<file path="src/rtl/cu_sequencer_if.sv">
// Control/bus bundle between cu_sequencer (master) and the DIN/bus datapath
// and register file (slave).
interface cu_sequencer_if #(
  parameter int NREG = 8
);
  localparam int RSEL_W = $clog2(NREG);
  localparam int IR_W   = 3 + 2 * RSEL_W;

  logic              run;
  logic [IR_W-1:0]   din;
  logic              ir_en;
  logic [NREG-1:0]   rin;
  logic [RSEL_W-1:0] rsel;
  logic              rout_en;
  logic              din_en;
  logic              gout;
  logic              ain;
  logic              gin;
  logic [1:0]        alu_op;
  logic              done;
  logic              illegal;
  logic [1:0]        step;

  modport master (
    input  run, din,
    output ir_en, rin, rsel, rout_en, din_en, gout, ain, gin, alu_op, done, illegal, step
  );

  modport slave (
    output run, din,
    input  ir_en, rin, rsel, rout_en, din_en, gout, ain, gin, alu_op, done, illegal, step
  );
endinterface

</file>
<file path="src/rtl/cu_sequencer.sv">
// Multi-step control unit with its own step counter and instruction register.
// Define CU_ILLEGAL_TRAP_EN to make an illegal instruction halt fetch until reset.
module cu_sequencer #(
  parameter int NREG = 8
) (
  input logic           clk,
  input logic           resetn,
  cu_sequencer_if.master bus
);
  localparam int RSEL_W = $clog2(NREG);
  localparam int IR_W   = 3 + 2 * RSEL_W;
  localparam logic [RSEL_W:0] NREG_L = (RSEL_W + 1)'(NREG);

  typedef enum logic [1:0] {T0 = 2'd0, T1 = 2'd1, T2 = 2'd2, T3 = 2'd3} step_t;

  step_t             step_reg;
  logic [IR_W-1:0]   ir_reg;
  logic [2:0]        opcode;
  logic [RSEL_W-1:0] rx;
  logic [RSEL_W-1:0] ry;
  logic              rx_bad;
  logic              ry_bad;
  logic              is_mv;
  logic              is_mvi;
  logic              is_alu;
  logic              ill_dec;
  logic              trapped;
  logic [2:0]        alu_idx;
  logic [NREG-1:0]   rx_onehot;

  assign opcode  = ir_reg[IR_W-1 -: 3];
  assign rx      = ir_reg[IR_W-4 -: RSEL_W];
  assign ry      = ir_reg[RSEL_W-1:0];
  assign rx_bad  = {1'b0, rx} >= NREG_L;
  assign ry_bad  = {1'b0, ry} >= NREG_L;
  assign is_mv   = (opcode == 3'd0);
  assign is_mvi  = (opcode == 3'd1);
  assign is_alu  = (opcode >= 3'd2) && (opcode <= 3'd5);
  // mvi carries no source register, so its ry field is don't-care
  assign ill_dec = (opcode[2:1] == 2'b11) || rx_bad || (ry_bad && (is_mv || is_alu));
  assign alu_idx = opcode - 3'd2;

  for (genvar gi = 0; gi < NREG; gi++) begin : g_rin
    assign rx_onehot[gi] = (rx == RSEL_W'(gi));
  end

`ifdef CU_ILLEGAL_TRAP_EN
  logic err_reg;
  assign trapped = err_reg;
`else
  assign trapped = 1'b0;
`endif

  always_ff @(posedge clk) begin
    if (resetn) begin
      step_reg <= T0;
      ir_reg   <= '0;
`ifdef CU_ILLEGAL_TRAP_EN
      err_reg  <= 1'b0;
`endif
    end else begin
      case (step_reg)
        T0: begin
          if (bus.run && !trapped) begin
            ir_reg   <= bus.din;
            step_reg <= T1;
          end
        end
        T1: begin
          step_reg <= (is_alu && !ill_dec) ? T2 : T0;
`ifdef CU_ILLEGAL_TRAP_EN
          if (ill_dec) err_reg <= 1'b1;
`endif
        end
        T2: step_reg <= T3;
        T3: step_reg <= T0;
      endcase
    end
  end

  always_comb begin
    bus.ir_en   = 1'b0;
    bus.rin     = '0;
    bus.rsel    = '0;
    bus.rout_en = 1'b0;
    bus.din_en  = 1'b0;
    bus.gout    = 1'b0;
    bus.ain     = 1'b0;
    bus.gin     = 1'b0;
    bus.alu_op  = 2'b00;
    bus.done    = 1'b0;
    bus.illegal = 1'b0;
    bus.step    = 2'b00;
    if (!resetn) begin
      bus.step = step_reg;
      case (step_reg)
        T0: bus.ir_en = bus.run && !trapped;
        T1: begin
          if (ill_dec) begin
            bus.illegal = 1'b1;
            bus.done    = 1'b1;
          end else if (is_mv) begin
            bus.rout_en = 1'b1;
            bus.rsel    = ry;
            bus.rin     = rx_onehot;
            bus.done    = 1'b1;
          end else if (is_mvi) begin
            bus.din_en  = 1'b1;
            bus.rin     = rx_onehot;
            bus.done    = 1'b1;
          end else begin
            bus.rout_en = 1'b1;
            bus.rsel    = rx;
            bus.ain     = 1'b1;
          end
        end
        T2: begin
          bus.rout_en = 1'b1;
          bus.rsel    = ry;
          bus.gin     = 1'b1;
          bus.alu_op  = alu_idx[1:0];
        end
        T3: begin
          bus.gout = 1'b1;
          bus.rin  = rx_onehot;
          bus.done = 1'b1;
        end
      endcase
      if (trapped) bus.illegal = 1'b1;
    end
  end
endmodule

</file>
<file path="src/flat_wrapper.sv">
// flat-port wrapper written by rule: the top's interface ports become plain ports
module cu_sequencer_flat 
#(
  parameter int NREG = 8
)
  (clk, resetn, bus_run, bus_din, bus_ir_en, bus_rin, bus_rsel, bus_rout_en, bus_din_en, bus_gout, bus_ain, bus_gin, bus_alu_op, bus_done, bus_illegal, bus_step);
  cu_sequencer_if #(.NREG(NREG)) bus_i ();
  input logic clk;
  input logic resetn;
  input wire logic [$bits(bus_i.run)-1:0] bus_run;
  input wire logic [$bits(bus_i.din)-1:0] bus_din;
  output wire logic [$bits(bus_i.ir_en)-1:0] bus_ir_en;
  output wire logic [$bits(bus_i.rin)-1:0] bus_rin;
  output wire logic [$bits(bus_i.rsel)-1:0] bus_rsel;
  output wire logic [$bits(bus_i.rout_en)-1:0] bus_rout_en;
  output wire logic [$bits(bus_i.din_en)-1:0] bus_din_en;
  output wire logic [$bits(bus_i.gout)-1:0] bus_gout;
  output wire logic [$bits(bus_i.ain)-1:0] bus_ain;
  output wire logic [$bits(bus_i.gin)-1:0] bus_gin;
  output wire logic [$bits(bus_i.alu_op)-1:0] bus_alu_op;
  output wire logic [$bits(bus_i.done)-1:0] bus_done;
  output wire logic [$bits(bus_i.illegal)-1:0] bus_illegal;
  output wire logic [$bits(bus_i.step)-1:0] bus_step;
  assign bus_i.run = bus_run;
  assign bus_i.din = bus_din;
  assign bus_ir_en = bus_i.ir_en;
  assign bus_rin = bus_i.rin;
  assign bus_rsel = bus_i.rsel;
  assign bus_rout_en = bus_i.rout_en;
  assign bus_din_en = bus_i.din_en;
  assign bus_gout = bus_i.gout;
  assign bus_ain = bus_i.ain;
  assign bus_gin = bus_i.gin;
  assign bus_alu_op = bus_i.alu_op;
  assign bus_done = bus_i.done;
  assign bus_illegal = bus_i.illegal;
  assign bus_step = bus_i.step;
  cu_sequencer #(.NREG(NREG)) u_core (.clk(clk), .resetn(resetn), .bus(bus_i));
endmodule
</file>
<file path="config.mk">
export PLATFORM = sky130hd
export DESIGN_NAME = cu_sequencer_flat
export DESIGN_NICKNAME = d
export VERILOG_FILES = /design/src/rtl/cu_sequencer_if.sv /design/src/rtl/cu_sequencer.sv /design/src/flat_wrapper.sv
export SDC_FILE = /design/constraint.sdc
export NUM_CORES = 1
export LEC_CHECK = 0
export ABC_AREA = 1
export CORE_MARGIN = 1
export CORE_UTILIZATION = 40
export CTS_BUF_LIST = sky130_fd_sc_hd__clkbuf_4
export CTS_CLUSTER_SIZE = 25
export DETAILED_ROUTE_END_ITERATION = 16
export HOLD_SLACK_MARGIN = 0.02
export PLACE_DENSITY = 0.81
export RECOVER_POWER = 25
export SLEW_MARGIN = 30
export SYNTH_ARGS = -nofsm -noshare
export SYNTH_HDL_FRONTEND = slang
export SYNTH_SLANG_ARGS = --single-unit
</file>
<file path="constraint.sdc">
create_clock -name clk -period 1.6 [get_ports clk]
set_input_delay 0.24 -clock clk [delete_from_list [all_inputs] [get_ports clk]]
set_output_delay 0.24 -clock clk [all_outputs]
set_load 0.005 [all_outputs]
</file>
; Word level (Yosys, flattened, before mapping)
; Cells that the tools add are included.
[word_totals]
register_bits = 11
latch_bits = 0
ram_bits = 0
rom_bits = 0
in_bits = 12
wordCells = 68
memories = 0
[op_classes]
add_sub_neg = 1
n_mul = 0
div = 0
magnitude_cmp = 2
n_eq_ne = 13
shifts = 0
mux = 43
n_bitwise = 0
reduce_logical = 7
[ops]
columns = operator, count
row1 = 2-to-1 mux 8 bit, 4
row2 = 2-to-1 mux 1 bit, 25
row3 = case mux 8 bit (2 select lines), 1
row4 = "equality test 3 bit, second input constant", 4
row5 = 2-to-1 mux 3 bit, 4
row6 = 2-to-1 mux 2 bit, 5
row7 = case mux 2 bit (4 select lines), 1
row8 = "equality test 2 bit, second input constant", 3
row9 = "equality test 3 x 1 -> 1 bit, second input constant", 2
row10 = "equality test 3 x 2 -> 1 bit, second input constant", 2
row11 = zero test 3 bit, 2
row12 = case mux 3 bit (2 select lines), 1
row13 = case mux 1 bit (2 select lines), 2
row14 = "greater-or-equal comparator 3 x 2 -> 1 bit, second input constant", 1
row15 = "<= comparator 3 bit, second input constant", 1
row16 = "equality test 2 x 1 -> 1 bit, second input constant", 1
row17 = logical AND 1 bit, 2
row18 = zero test 2 bit, 1
row19 = "!= test 2 bit, second input constant", 1
row20 = AND reduction 2 bit, 1
row21 = "subtractor 2 bit, second input constant", 1
row22 = zero test 1 bit, 1

; Depth between registers and ports, before layout
; Gate-level depths: netlist of run 1.
[depth]
depth_word = 6
mapped_depth = 7

; Worst setup path before layout of run 1
; No wires, ideal clock.
[synth_path]
path_type = register to output
start = register (tool-made name)
end = output bus_rsel[0]
t_arrival_ns = 1.046
slack_ns = 0.314
stages_incl_launch_ff = 7
cell_sequence = dfxtp_1 > inv_1 > ha_1 > nand2_2 > nor2_2 > nand2_1 > a21oi_1
[synth_rtl]
columns = item, line_no
row1 = end: declaration, flat_wrapper.sv:14  ; output wire logic [$bits(bus_i.rsel)-1:0] bus_rsel;

==> summary.txt, run 1 <==
Run status
  – Status: finished with violations
  – Failing checks: negative setup slack

Finish
  – Area delta synth->final: 103%
  – Share of layout cells above drive strength 1: 0.543
  – Max FFs per register: 9
  – Antenna Cells: 0
  – Post-route insts no fill: about 190
  – Multi-input gate area: 583 sq um
  – Most common cell after layout, fill and taps aside: buf_4
  – Filler cells: 68
  – Design Area, Final: approximately 1400 sq um
  – Flip-flop and latch area: between 200 and 250 sq um
  – Commonest non-fill, non-tap cells in the layout: buf_4 (25), nor2_1 (19), buf_2 (17)
  – Core Util, Final: 0.899
  – Nets: between 150 and 200

Global route
  – GRT overflow: 0
  – Initial antenna violation count: 0
  – Vias in the first global route: around 940
  – First-pass GRT wire length: 4170 um
  – Gr usage total: 0.299
  – Largest net degree at the start of global routing: 14

Clocking
  – TritonCTS clock tree: yes
  – CTS H-tree lvls: 1
  – Clock Tree Root: clkbuf_4
  – Clock Latency Late Sink: about 0.27 ns
  – Total CTS buffers: 3
  – CTS Buffer Depth: 2
  – Clk sink count: 11
  – Clock transition at path regs: approximately 0.08 ns

STA
  – Pins Over Slew Limit: 0
  – Tmin final: about 1.8 ns
  – RSZ-0062 raised after global routing: true
  – Final setup vio count: 17
  – Period utilisation layout: 1.15
  – Max Fclk: about 0.54 GHz
  – Final worst slack: -0.242 ns
  – Final setup skew: around 0.0063 ns
  – Slew headroom: 0.811
  – Hold Vio Cnt, Final: 0
  – Worst-margin pin slew: approximately 0.28 ns

Worst setup path
  – Critical Path Slowest Stage Cell: dfxtp_2
  – Startpoint Class: flip-flop
  – Cell family with most CP delay: buffers and inverters
  – Critical setup path kind: reg2out
  – Critical Path RT: 1.36 ns
  – CP Depth: 9
  – Crit path buffers/inverters: 4
  – Worst path cell trace: inv_2 -> ha_4 -> buf_12 -> nand2_4 -> nand2_4 -> buf_6 -> nand2_4 -> nor2_1 -> buf_2
  – CP max FO: 4
  – CP peak stage delay: roughly 0.34 ns
  – CP endpoint kind: primary output
  – R2R cell count: 10
  – Crit path DAT: approximately 1.6 ns
  – Most used cell, CP: nand2_4

Synth
  – Sequential area share after synthesis: 0.323
  – Top cell type's share of synthesized area: 0.323
  – Synthesis-stage register bit count: 11
  – Synth top area cells: dfxtp_1 (32%), nor2_1 (16%), nand2_1 (12%), ha_1 (7.3%), o21ai_0 (7.3%)
  – Post-synthesis cell area: ~680 sq um
  – Syn Area/Cell: approximately 6.3 sq um
  – Synth warnings: 0
  – Area leader, netlist: dfxtp_1
  – Post-synthesis instance total: ~110
  – Post-Syn Nets: ~130
  – Post-synth cell types: 16

Floorplan
  – Row count: 14
  – # IOs: 35
  – CORE AREA: 1540 sq um
  – Die area: ~1900 sq um
  – Die Span Y: 43.3 um
  – Chip width: ~43 um
  – Initial Util: 0.442

Placed design
  – Hpwl dp: about 1600 um
  – Port-buffer cells: 34
  – GPL Wtd Cong: 0.892
  – Placed cells: 176
  – Placed Area: roughly 1200 sq um

Power
  – Int Pwr: slightly above 0.8 mW
  – Power Density: about 1000 nW/um^2
  – Gate power share: 0.578
  – Clock power frac: 0.147
  – Net load switching power: 0.607 mW
  – Total power: roughly 1.4 mW
  – Switching Fraction: 0.422
  – Register share of total power: 0.274
  – Static Leak: 0.662 nW
  – IR drop worst, VDD: 0.000958 V

Detailed routing
  – DRC violations left: 0
  – Via/cell ratio: about 5.5
  – Total wire length: around 3100 um
  – Starting DRT DRC Count: 51
  – First-pass DRT Iterations: 4
  – Routed vias: 1,046
  – DRT antenna net count: 0
  – Wirelength per Cell: approximately 17 um

Min path
  – Hold crit path type: reg2reg
  – Worst hold path cell count: 2

Job
  – Max-Cap Viols: 0
cell type report:
class / instances / area share
timing repair buffer: 63 / 0.352
multi-input combinational: 85 / 0.421
inverter: 10 / 0.0289
tap: 16 / 0.0144
sequential: 11 / 0.162
clock buffer: 4 / 0.0217
stage by stage:
| stage | setup slack [ns] | hold WS (ns) | TNS [ns] |
|---|---|---|---|
| 2_1_floorplan | 0.314 | 0.384 | 0 |
| 3_3_place_gp | -0.262 | 0.463 | -5.21 |
| 3_5_place_dp | -0.297 | 0.473 | -5.61 |
| 4_1_cts | -0.0836 | 0.460 | -0.604 |
| 5_1_grt | -0.276 | 0.516 | -2.82 |
| 6_report | -0.242 | 0.485 | -2.07 |
cell families (layout without fill, tap and decap cells):
group           after synthesis  in the layout  synth area share
simple gates                 62             62             0.383
flops                        11             11             0.323
fa+ha+maj                     4              4            0.0734
compound gates               19             19             0.143
buf+inv                      13             77            0.0771
worst min-delay path, cell delays in order (launching register included):
cell and delay, ns:
dfxtp_1 0.33, nor2_1 0.05, nor2_1 0.08
layer usage:
layer | wire, um | GRT usage | vias to the layer above
met5 | 0 | 0 | -
met4 | 146 | 0.0909 | 0
met3 | 210 | 0.0553 | 16
met2 | 1600 | 0.567 | 73
met1 | 1180 | 0.327 | 482
li1 | - | - | 475
Yosys cell counts:
| library cell | n |
|---|---|
| nor2_1 | 29 |
| nand2_1 | 22 |
| dfxtp_1 | 11 |
| inv_1 | 10 |
| o21ai_0 | 10 |
| a21oi_1 | 8 |
| ha_1 | 4 |
| nor3_1 | 4 |
| buf_2 | 2 |
| nand2_2 | 2 |
| nand3_1 | 2 |
| a211oi_1 | 1 |
| clkbuf_2 | 1 |
| nand3_2 | 1 |
| nor2_2 | 1 |
| nor2_4 | 1 |
worst paths after layout:
kind	slack [ns]	to	startpoint
max	-0.24	bus_rin[0]	flip-flop
min reg2reg	0.48	u_core.ir_reg[2]$_SDFFE_PP0P_	u_core.ir_reg[2]$_SDFFE_PP0P_
max reg2reg	0.07	flip-flop	flip-flop
min	0.48	u_core.ir_reg[2]$_SDFFE_PP0P_	u_core.ir_reg[2]$_SDFFE_PP0P_
power by group through the flow:
stage	clock, mW	combinational [mW]	sequential, mW
4_1_cts	0.210	0.682	0.383
3_5_place_dp	0	0.523	0.376
5_1_grt	0.224	0.877	0.399
3_3_place_gp	0	0.503	0.373
6_report	0.212	0.831	0.394
2_1_floorplan	0	0.265	0.370
what timing repair did:
action,4_1_cts,5_1_grt
hold buffers,0,0
resized for setup,113,24
setup endpoints to repair,23,19
pin swaps,16,10
cloned,0,0
buffers inserted,6,3
Power figures use the tool's default switching activity.
==> inputs of run 2 (changes only) <==
--- a/config.mk
+++ b/config.mk
@@ -12,6 +12,7 @@
 export CTS_CLUSTER_SIZE = 25
 export DETAILED_ROUTE_END_ITERATION = 16
 export HOLD_SLACK_MARGIN = 0.02
+export MAX_ROUTING_LAYER = met4
 export PLACE_DENSITY = 0.81
 export RECOVER_POWER = 25
 export SLEW_MARGIN = 30
==> run 2 against run 1 <==
Compared with the run above: count of clock-buffer cells in the layout did not move; combinational power barely moved; non-clock buffer count did not move; the run still ends with negative setup slack left; register-to-register slack improved by 0.02 ns; largest cell class unchanged; worst hold slack barely moved; sequential share of layout area did not move; maximum frequency rose by 0.78%; cell area did not move; critical path depth did not move; global-route usage rose by 0.80 points; utilization did not move.
==> summary.txt, run 2 (synthesis gave the netlist of run 1 again) <==
Detailed routing
  – Starting DRT DRC Count: 40
  – DRT antenna net count: 0
  – Wirelength per Cell: 16.6 um
  – DRC violations left: 0
  – Total wire length: around 3100 um
  – Routed vias: ~1.1k
  – Via/cell ratio: ~5.6
  – First-pass DRT Iterations: 4

STA
  – Final setup vio count: 16
  – Slew headroom: 0.813
  – Setup TNS: -2.02 ns
  – Max Fclk: 0.547 GHz
  – Hold_ws: approximately 0.48 ns
  – RSZ-0062 raised after global routing: true
  – Worst-margin pin slew: ~0.28 ns
  – Pins Over Slew Limit: 0
  – Period utilisation layout: 1.14
  – Final setup skew: 0.00485 ns
  – Tmin final: 1.83 ns
  – Final worst slack: -0.228 ns
  – Hold Vio Cnt, Final: 0

Job
  – Max-Cap Viols: 0

Clocking
  – TritonCTS clock tree: yes
  – Clock Tree Root: clkbuf_4
  – Clk sink count: 11
  – Total CTS buffers: 3
  – Clock transition at path regs: approximately 0.070 ns
  – CTS Buffer Depth: 2
  – Hold-fix buffers, CTS: 0
  – CTS H-tree lvls: 1
  – Clock Latency Late Sink: 0.27 ns

Finish
  – Share of layout cells above drive strength 1: 0.543
  – Design Area, Final: approximately 1400 sq um
  – Most common cell after layout, fill and taps aside: buf_4
  – Core Util, Final: 0.899
  – Multi-input gate area: 583 sq um
  – Max FFs per register: 9
  – Nets: 190
  – Flip-flop and latch area: about 230 sq um
  – Filler cells: 68
  – Commonest non-fill, non-tap cells in the layout: buf_4 (25), nor2_1 (19), buf_2 (17)
  – Antenna Cells: 0
  – Area delta synth->final: 103%

Floorplan
  – Row count: 14
  – Chip width: 43.3 um
  – Die area: 1870 sq um
  – # IOs: 35
  – Die Span Y: ~43 um
  – CORE AREA: 1540 sq um
  – Initial Util: 0.442

Worst setup path
  – Worst path cell trace: inv_2 -> ha_4 -> buf_12 -> nand2_4 -> nand2_4 -> buf_6 -> nand2_4 -> nor2_1 -> buf_2
  – CP peak stage delay: ~0.34 ns
  – Most used cell, CP: nand2_4
  – Critical setup path kind: reg2out
  – Crit path DAT: 1.59 ns
  – CP max FO: 4
  – Critical Path RT: between 1 and 1.5 ns
  – Cell family with most CP delay: buffers and inverters
  – CP endpoint kind: primary output
  – Critical Path Slowest Stage Cell: dfxtp_2
  – Crit path buffers/inverters: 4
  – Startpoint Class: flip-flop

Placed design
  – Post-place setup slack: -0.297 ns
  – Hpwl dp: 1620 um
  – GPL Wtd Cong: approximately 0.91
  – Placed Area: roughly 1200 sq um
  – Port-buffer cells: 34

Global route
  – Initial antenna violation count: 0
  – Vias in the first global route: 944
  – Largest net degree at the start of global routing: 14
  – First-pass GRT wire length: between 4000 and 5000 um
  – Gr usage total: 0.307
  – GRT overflow: 0

Min path
  – Hold crit path type: reg2reg

Power
  – Power Density: between 1000 and 1500 nW/um^2
  – Static Leak: between 0.6 and 0.7 nW
  – IR drop worst, VDD: approximately 0.00095 V

Run status
  – Failing checks: negative setup slack
  – Status: finished with violations
## run 2: cell counts in the layout (fill, tap and decap cells not counted)
No cell type changed its count.
## run 2: stage by stage
step,power [mW],std cells
after floorplan,0.635,109
after global placement,0.877,176
after detailed placement,0.899,176
after CTS,1.27,186
after global routing,1.50,189
final,1.43,189
## run 2: cell type report
| cell class | instances | area share |
|---|---|---|
| repair buffers | 63 | 0.352 |
| multi-input cells | 85 | 0.421 |
| well taps | 16 | 0.0144 |
| flip-flops and latches | 11 | 0.162 |
| clock buffers | 4 | 0.0217 |
| inverters | 10 | 0.0289 |
## run 2: worst paths after layout
kind              cells after the start                     startpoint                            end  slack, ns
hold / removal                        2  u_core.ir_reg[2]$_SDFFE_PP0P_  u_core.ir_reg[2]$_SDFFE_PP0P_       0.48
setup / recovery                      9                      flip-flop                     bus_rin[0]      -0.23
hold reg to reg                       2  u_core.ir_reg[2]$_SDFFE_PP0P_  u_core.ir_reg[2]$_SDFFE_PP0P_       0.48
setup reg to reg                     10                      flip-flop                      flip-flop       0.09
## run 2: per-layer routing
| layer | GRT usage | part of all wire |
|---|---|---|
| met5 | - | 0 |
| met4 | 0.0909 | 0.043 |
| met3 | 0.0553 | 0.091 |
| met2 | 0.567 | 0.51 |
| met1 | 0.327 | 0.35 |
## run 2: what timing repair did
action | in CTS | in global routing
endpoints found under the setup margin | 23 | 19
buffers inserted | 6 | 3
resized for setup | 113 | 24
cloned | 0 | 0
pin swaps | 16 | 10
## run 2: report_power, final
part	switching, mW	internal, mW	leakage [nW]	total [mW]
clock network	0.0969	0.114	0.0184	0.210
registers	0.0629	0.331	0.0920	0.394
logic	0.443	0.385	0.552	0.828
total	0.603	0.830	0.662	1.43
## run 2: worst reg2reg max path, cell delays in order, from the launching register on
cell and delay, ns:
dfxtp_2 0.35, inv_2 0.06, ha_4 0.18, buf_12 0.13, nand2_4 0.08, nor2_4 0.05
buf_4 0.13, buf_4 0.12, buf_4 0.12, nor2_1 0.11, nor2_1 0.07
